**src/rtl/ysyx_22051013_icache_axi_bridge.sv**
```systemverilog
// I-cache miss-refill bridge: turns a level refill request into one single-beat
// AXI4 read and returns the beat with a one-cycle valid pulse.
module ysyx_22051013_icache_axi_bridge #(
    parameter int          ADDR_W = 32,
    parameter int          ID_W   = 4,
    parameter int unsigned ARID   = 0
) (
    input  logic              clk,
    input  logic              rst,
    input  logic              axi_ena,
    input  logic [63:0]       axi_pc,
    output logic [63:0]       axi_inst,
    output logic              axi_valid,
    output logic              rd_err,
    output logic              m_arvalid,
    input  logic              m_arready,
    output logic [ADDR_W-1:0] m_araddr,
    output logic [ID_W-1:0]   m_arid,
    output logic [7:0]        m_arlen,
    output logic [2:0]        m_arsize,
    output logic [1:0]        m_arburst,
    output logic [2:0]        m_arprot,
    input  logic              m_rvalid,
    output logic              m_rready,
    input  logic [63:0]       m_rdata,
    input  logic [1:0]        m_rresp,
    input  logic [ID_W-1:0]   m_rid,
    input  logic              m_rlast
);

    localparam logic [2:0] S_IDLE = 3'd0;
    localparam logic [2:0] S_AR   = 3'd1;
    localparam logic [2:0] S_R    = 3'd2;
    localparam logic [2:0] S_RESP = 3'd3;
    localparam logic [2:0] S_DONE = 3'd4;

    logic [2:0]        state_q, state_d;
    logic [ADDR_W-1:0] addr_q, addr_d;
    logic [63:0]       inst_q, inst_d;
    logic              err_q, err_d;

    // Next-state and capture logic for the single outstanding transaction
    always_comb begin
        state_d = state_q;
        addr_d  = addr_q;
        inst_d  = inst_q;
        err_d   = err_q;
        case (state_q)
            S_IDLE: begin
                if (axi_ena) begin
                    addr_d  = {axi_pc[ADDR_W-1:3], 3'b000};
                    state_d = S_AR;
                end else begin
                    state_d = S_IDLE;
                end
            end
            S_AR: begin
                if (m_arready) begin
                    state_d = S_R;
                end else begin
                    state_d = S_AR;
                end
            end
            S_R: begin
                if (m_rvalid) begin
                    inst_d  = m_rdata;
                    // A missing RLAST on a single-beat burst is a protocol error too
                    err_d   = m_rresp[1] | ~m_rlast;
                    state_d = S_RESP;
                end else begin
                    state_d = S_R;
                end
            end
            S_RESP: state_d = S_DONE;
            S_DONE: begin
                // Wait for the request level to drop so a stale level cannot relaunch
                if (axi_ena) begin
                    state_d = S_DONE;
                end else begin
                    state_d = S_IDLE;
                end
            end
            default: state_d = S_IDLE;
        endcase
    end

    // State, address and returned-beat registers
    always_ff @(posedge clk or posedge rst) begin
        if (rst) begin
            state_q <= S_IDLE;
            addr_q  <= {ADDR_W{1'b0}};
            inst_q  <= 64'd0;
            err_q   <= 1'b0;
        end else begin
            state_q <= state_d;
            addr_q  <= addr_d;
            inst_q  <= inst_d;
            err_q   <= err_d;
        end
    end

    assign m_arvalid = (state_q == S_AR);
    assign m_rready  = (state_q == S_R);
    assign axi_valid = (state_q == S_RESP);
    assign axi_inst  = inst_q;
    assign rd_err    = err_q;
    assign m_araddr  = addr_q;
    assign m_arid    = ID_W'(ARID);
    assign m_arlen   = 8'd0;
    assign m_arsize  = 3'b011;
    assign m_arburst = 2'b01;
    assign m_arprot  = 3'b100;

    logic unused_s;
    assign unused_s = ^{axi_pc[63:ADDR_W], axi_pc[2:0], m_rid, m_rresp[0]};

endmodule

```
**config.mk**
```make
export PLATFORM = sky130hd
export DESIGN_NAME = ysyx_22051013_icache_axi_bridge
export DESIGN_NICKNAME = d
export VERILOG_FILES = /design/src/rtl/ysyx_22051013_icache_axi_bridge.sv
export SDC_FILE = /design/constraint.sdc
export NUM_CORES = 1
export LEC_CHECK = 0
export BUFFER_PORTS_ARGS = -buffer_cell sky130_fd_sc_hd__buf_2
export CAP_MARGIN = 30
export CORE_MARGIN = 3
export CORE_UTILIZATION = 42
export CTS_CLUSTER_SIZE = 20
export DETAILED_ROUTE_END_ITERATION = 10
export HOLD_SLACK_MARGIN = 0.12
export PLACE_DENSITY = 0.87
export SETUP_SLACK_MARGIN = 0.2
export SLEW_MARGIN = 20
export SYNTH_ARGS = -nofsm -noshare
export SYNTH_HDL_FRONTEND = slang
export SYNTH_SLANG_ARGS = --single-unit
```
**constraint.sdc**
```tcl
create_clock -name clk -period 4.1 [get_ports clk]
set_clock_uncertainty 0.2 [all_clocks]
set_input_delay 0.41 -clock clk [delete_from_list [all_inputs] [get_ports clk]]
set_output_delay 0.41 -clock clk [all_outputs]
set_load 0.02 [all_outputs]
```
==> results <==
- The path type of the worst min-delay path is in2reg.
- The slowest stage of the critical path is the sky130_fd_sc_hd__and4bb_4 cell.
- The number of buffers and inverters on the critical path is 1.
- Across the VDD grid, the largest voltage drop is 0.418 mV.
- The cell area after layout is 6140 um^2.
- The die area is approximately 11,000 um^2.
- For the finished layout, the period the worst path requires is 2.51 ns.
- The final RePlAce weighted congestion is 0.731.
- For this block, the via count after detailed routing is 2,994.
- The number of cells produced by synthesis is 240.
- Timing would allow up to 398 MHz.
- For the final routed database, the setup TNS stands at 0 ns.
- The total congestion overflow after global routing is 0.
- The TritonCTS clock tree is built.
- Max-cap violations in this run came to 0.
- For hold timing, the worst endpoint is state_q[0].
- The total count of hold-check failures in the final report is 0.
- The post-placement worst setup slack is 1.60 ns.
- The mean area per synthesized cell is 16.7 um^2.
- The worst setup path is captured at a flop.
- Yosys printed 0 warnings.
- The total design power is around 4.5 mW.
- The worst flop-to-flop path endpoint is axi_inst[6].
- 0 antenna diodes ended up in the layout.
- The initial antenna violation count was 0.
- The per-cell routed wire length is roughly 17 um.
- In this run the power density over the cells is 731 nW/um^2.
- For flop-to-flop paths, the worst setup slack is roughly 1.6 ns.
- The number of max-slew violations in the final report is 0.
- The number of CTS-inserted buffers is 9.
- The later pin in the worst-skew pair is clocked with a latency of 0.34 ns.
- The vias per cell is 4.51.
- The final setup violation count is 0.
- Post-CTS timing repair inserted 0 buffers for setup.
- The maximum buffer depth of the clock tree is 2.
- The number of cells on the worst hold path is 3.
- The start-to-end type of the worst setup path is reg2reg.
- The arrival time of the worst setup path is 2.54 ns.
- STA puts the critical path data required time at 4.12 ns.
- During placement, the flow inserted port buffers numbering ~200.
- The wire length of the first global-routing pass is 17.8 mm.
- Counting cells, the worst reg-to-reg path comes to 3.
- The flow ran to the end, and the final reports show no timing, DRC or antenna violations.
- The biggest area contributor in the post-synthesis netlist is sky130_fd_sc_hd__dfrtp_1.
- For this design the static power due to leakage is 3.05 nW.
- For the pin with the worst max-slew slack, the measured transition is approximately 0.86 ns.
- In this run the vertical extent of the chip is ~100 um.
- The effective utilization at floorplan is between 40 and 50%.
- Hold is met by 0.155 ns.
- The final worst setup slack is 1.59 ns.
- The number of global-route vias before repair is approximately 3,400.
- The final routed DRC violation total is 0.
- Detailed placement finished with a half-perimeter wire length of roughly 6.6 mm.
- The growth of design area from synthesis to finish is 53.3%.
- The synthesized netlist contains 19 unique library cells.
- The post-route core utilization is 68.4%.
- The worst setup path is launched from a flop.
- Setup repair after global routing left no endpoint under its margin.
- The maximum fanout encountered on the critical timing path is 46.
- In this run the tightest slew margin relative to its limit is between 40 and 50%.
- The number of DRC violations after detailed-routing iteration 0 is 146.
- The horizontal die dimension is 104 um.
- For this block, the routed nets add up to 11.1 mm of wire.
- The overall global routing resource usage is roughly a fifth.
- The worst path uses 61.3% of the clock period.
- In this run the cell area of the synthesized design comes to 4000 um^2.
- The area inside the core boundary is 8980 um^2.
- For this design the top-level I/O count stands at 260.
- The worst hold path startpoint is m_arready.
- The floorplan has 34 rows.
- The total instance count after detailed placement is 554.
- The number of nets in the final layout is 673.
- The beginning of the worst register-to-register path is state_q[0].
- The count of nets left with antenna violations once routing finished came out at 0.
- After detailed placement, the total cell area comes to 5010 um^2.
- The clock-pin slew on the worst setup and hold paths is 0.09 ns.
- The cell family contributing the most delay on the critical path is simple AND/OR/NAND/NOR gates.
- Sequential cells were found to cover 60.6% of the synthesized design area.
- The H-tree generated during clock tree synthesis spans 3 levels.
- Traced cell by cell, the critical path runs through and4bb_4 > buf_4 > mux2_4.
- The sink count of the clock tree is 97.
- Synthesis inferred 97 register bits.
- The number of cells in the finished layout apart from fillers is 664.
- Clock tree synthesis selected as its root buffer the cell sky130_fd_sc_hd__clkbuf_8.
- In this run the biggest area consumer among cell types represents roughly three fifths of the synthesized area.
- After synthesis, the cell types taking the most area are sky130_fd_sc_hd__dfrtp_1, sky130_fd_sc_hd__mux2_2, sky130_fd_sc_hd__mux2_4.
- The pin count of the biggest net entering global routing is 86.
- On the worst path, the slowest cell contributes a delay of 0.96 ns.
- The share of final-layout standard cells stronger than drive strength 1 is between 50% and 60%.
- The first TritonRoute pass finished after 4 iterations.
-- layout make-up --
cell class	instances	area, um^2
clock inverter	5	41.3
timing repair buffer	294	1950
sequential	97	2430
inverter	2	12.5
tap	126	158
fill	606	2840
clock buffer	11	141
multi-input combinational	129	1410
-- cells in the mapped netlist --
cell type and number:
sky130_fd_sc_hd__dfrtp_1 97, sky130_fd_sc_hd__and3b_1 1, sky130_fd_sc_hd__nor4bb_1 1, sky130_fd_sc_hd__conb_1 2
sky130_fd_sc_hd__buf_2 5, sky130_fd_sc_hd__nor3b_1 2, sky130_fd_sc_hd__and4bb_1 1, sky130_fd_sc_hd__a211o_1 1
sky130_fd_sc_hd__buf_4 23, sky130_fd_sc_hd__mux2_4 39, sky130_fd_sc_hd__buf_6 5, sky130_fd_sc_hd__nand2b_1 2
sky130_fd_sc_hd__mux2_2 53, sky130_fd_sc_hd__mux2_1 2, sky130_fd_sc_hd__inv_1 2, sky130_fd_sc_hd__or2_2 1
sky130_fd_sc_hd__nand3b_1 1, sky130_fd_sc_hd__a21oi_1 1, sky130_fd_sc_hd__nor4b_2 1
-- sequential cells by signal (all words and copies together) (netlist names) --
signal and count:
axi_inst 64, rd_err 1, state_q 3, m_araddr 29
-- worst max path at each step --
stage                     slack [ns]      endpoint  startpoint  cells past startpoint
final                           1.59   axi_inst[6]  state_q[0]                      3
after global routing            1.51   axi_inst[6]  state_q[0]                      3
after CTS                       1.59   axi_inst[6]  state_q[0]                      3
after detailed placement        1.60   axi_inst[6]  state_q[0]                      3
after global placement          1.69  axi_inst[26]  state_q[0]                      3
after floorplan                 0.96   axi_inst[0]         rst                      1
-- layout by cell type (no fill, tap or decap), drive strengths merged --
master       Yosys  layout
a21oi            1       1
mux2            94      94
clkbuf           0      11
nand2b           2       2
dlygate4sd3      0      94
nand3b           1       1
buf             33     200
and4bb           1       1
inv              2       2
or2              1       1
and3b            1       1
nor4bb           1       1
a211o            1       1
nor4b            1       1
conb             2      23
dfrtp           97      97
clkinv           0       3
clkinvlp         0       2
nor3b            2       2
-- tightest hold or removal path, stage by stage --
cell                      delay [ns]
sky130_fd_sc_hd__buf_2          0.11
sky130_fd_sc_hd__inv_1          0.04
sky130_fd_sc_hd__a211o_1        0.10
-- routing by layer --
layer  wire length, um  global-route usage [%]  part of all wire, %  vias to the layer above
li1                  -                       -                    -                     1362
met1              4100                    22.6                   37                     1474
met2              6030                    38.2                   54                      145
met3               775                    6.09                  7.0                       13
met4               174                    5.32                  1.6                        0
met5                 0                       0                    0                        -
-- cell families after synthesis --
logic type      count (synthesis)  synth area share, %
mux                            94                 30.1
other cells                     2                0.188
flops                          97                 60.6
simple gates                   10                 2.19
compound gates                  2                0.344
buf+inv                        35                 6.53
-- where the power goes --
group	switching, mW	internal, mW	total, mW
registers	0.288	1.44	1.73
logic	1.17	1.02	2.19
clock network	0.325	0.241	0.566
-- repair_timing --
action                                  CTS  global route
endpoints found under the setup margin    0             0
hold buffers                             93             1
hold endpoints to repair                 93            84
resized for setup                         0             0
Power figures use the tool's default switching activity.
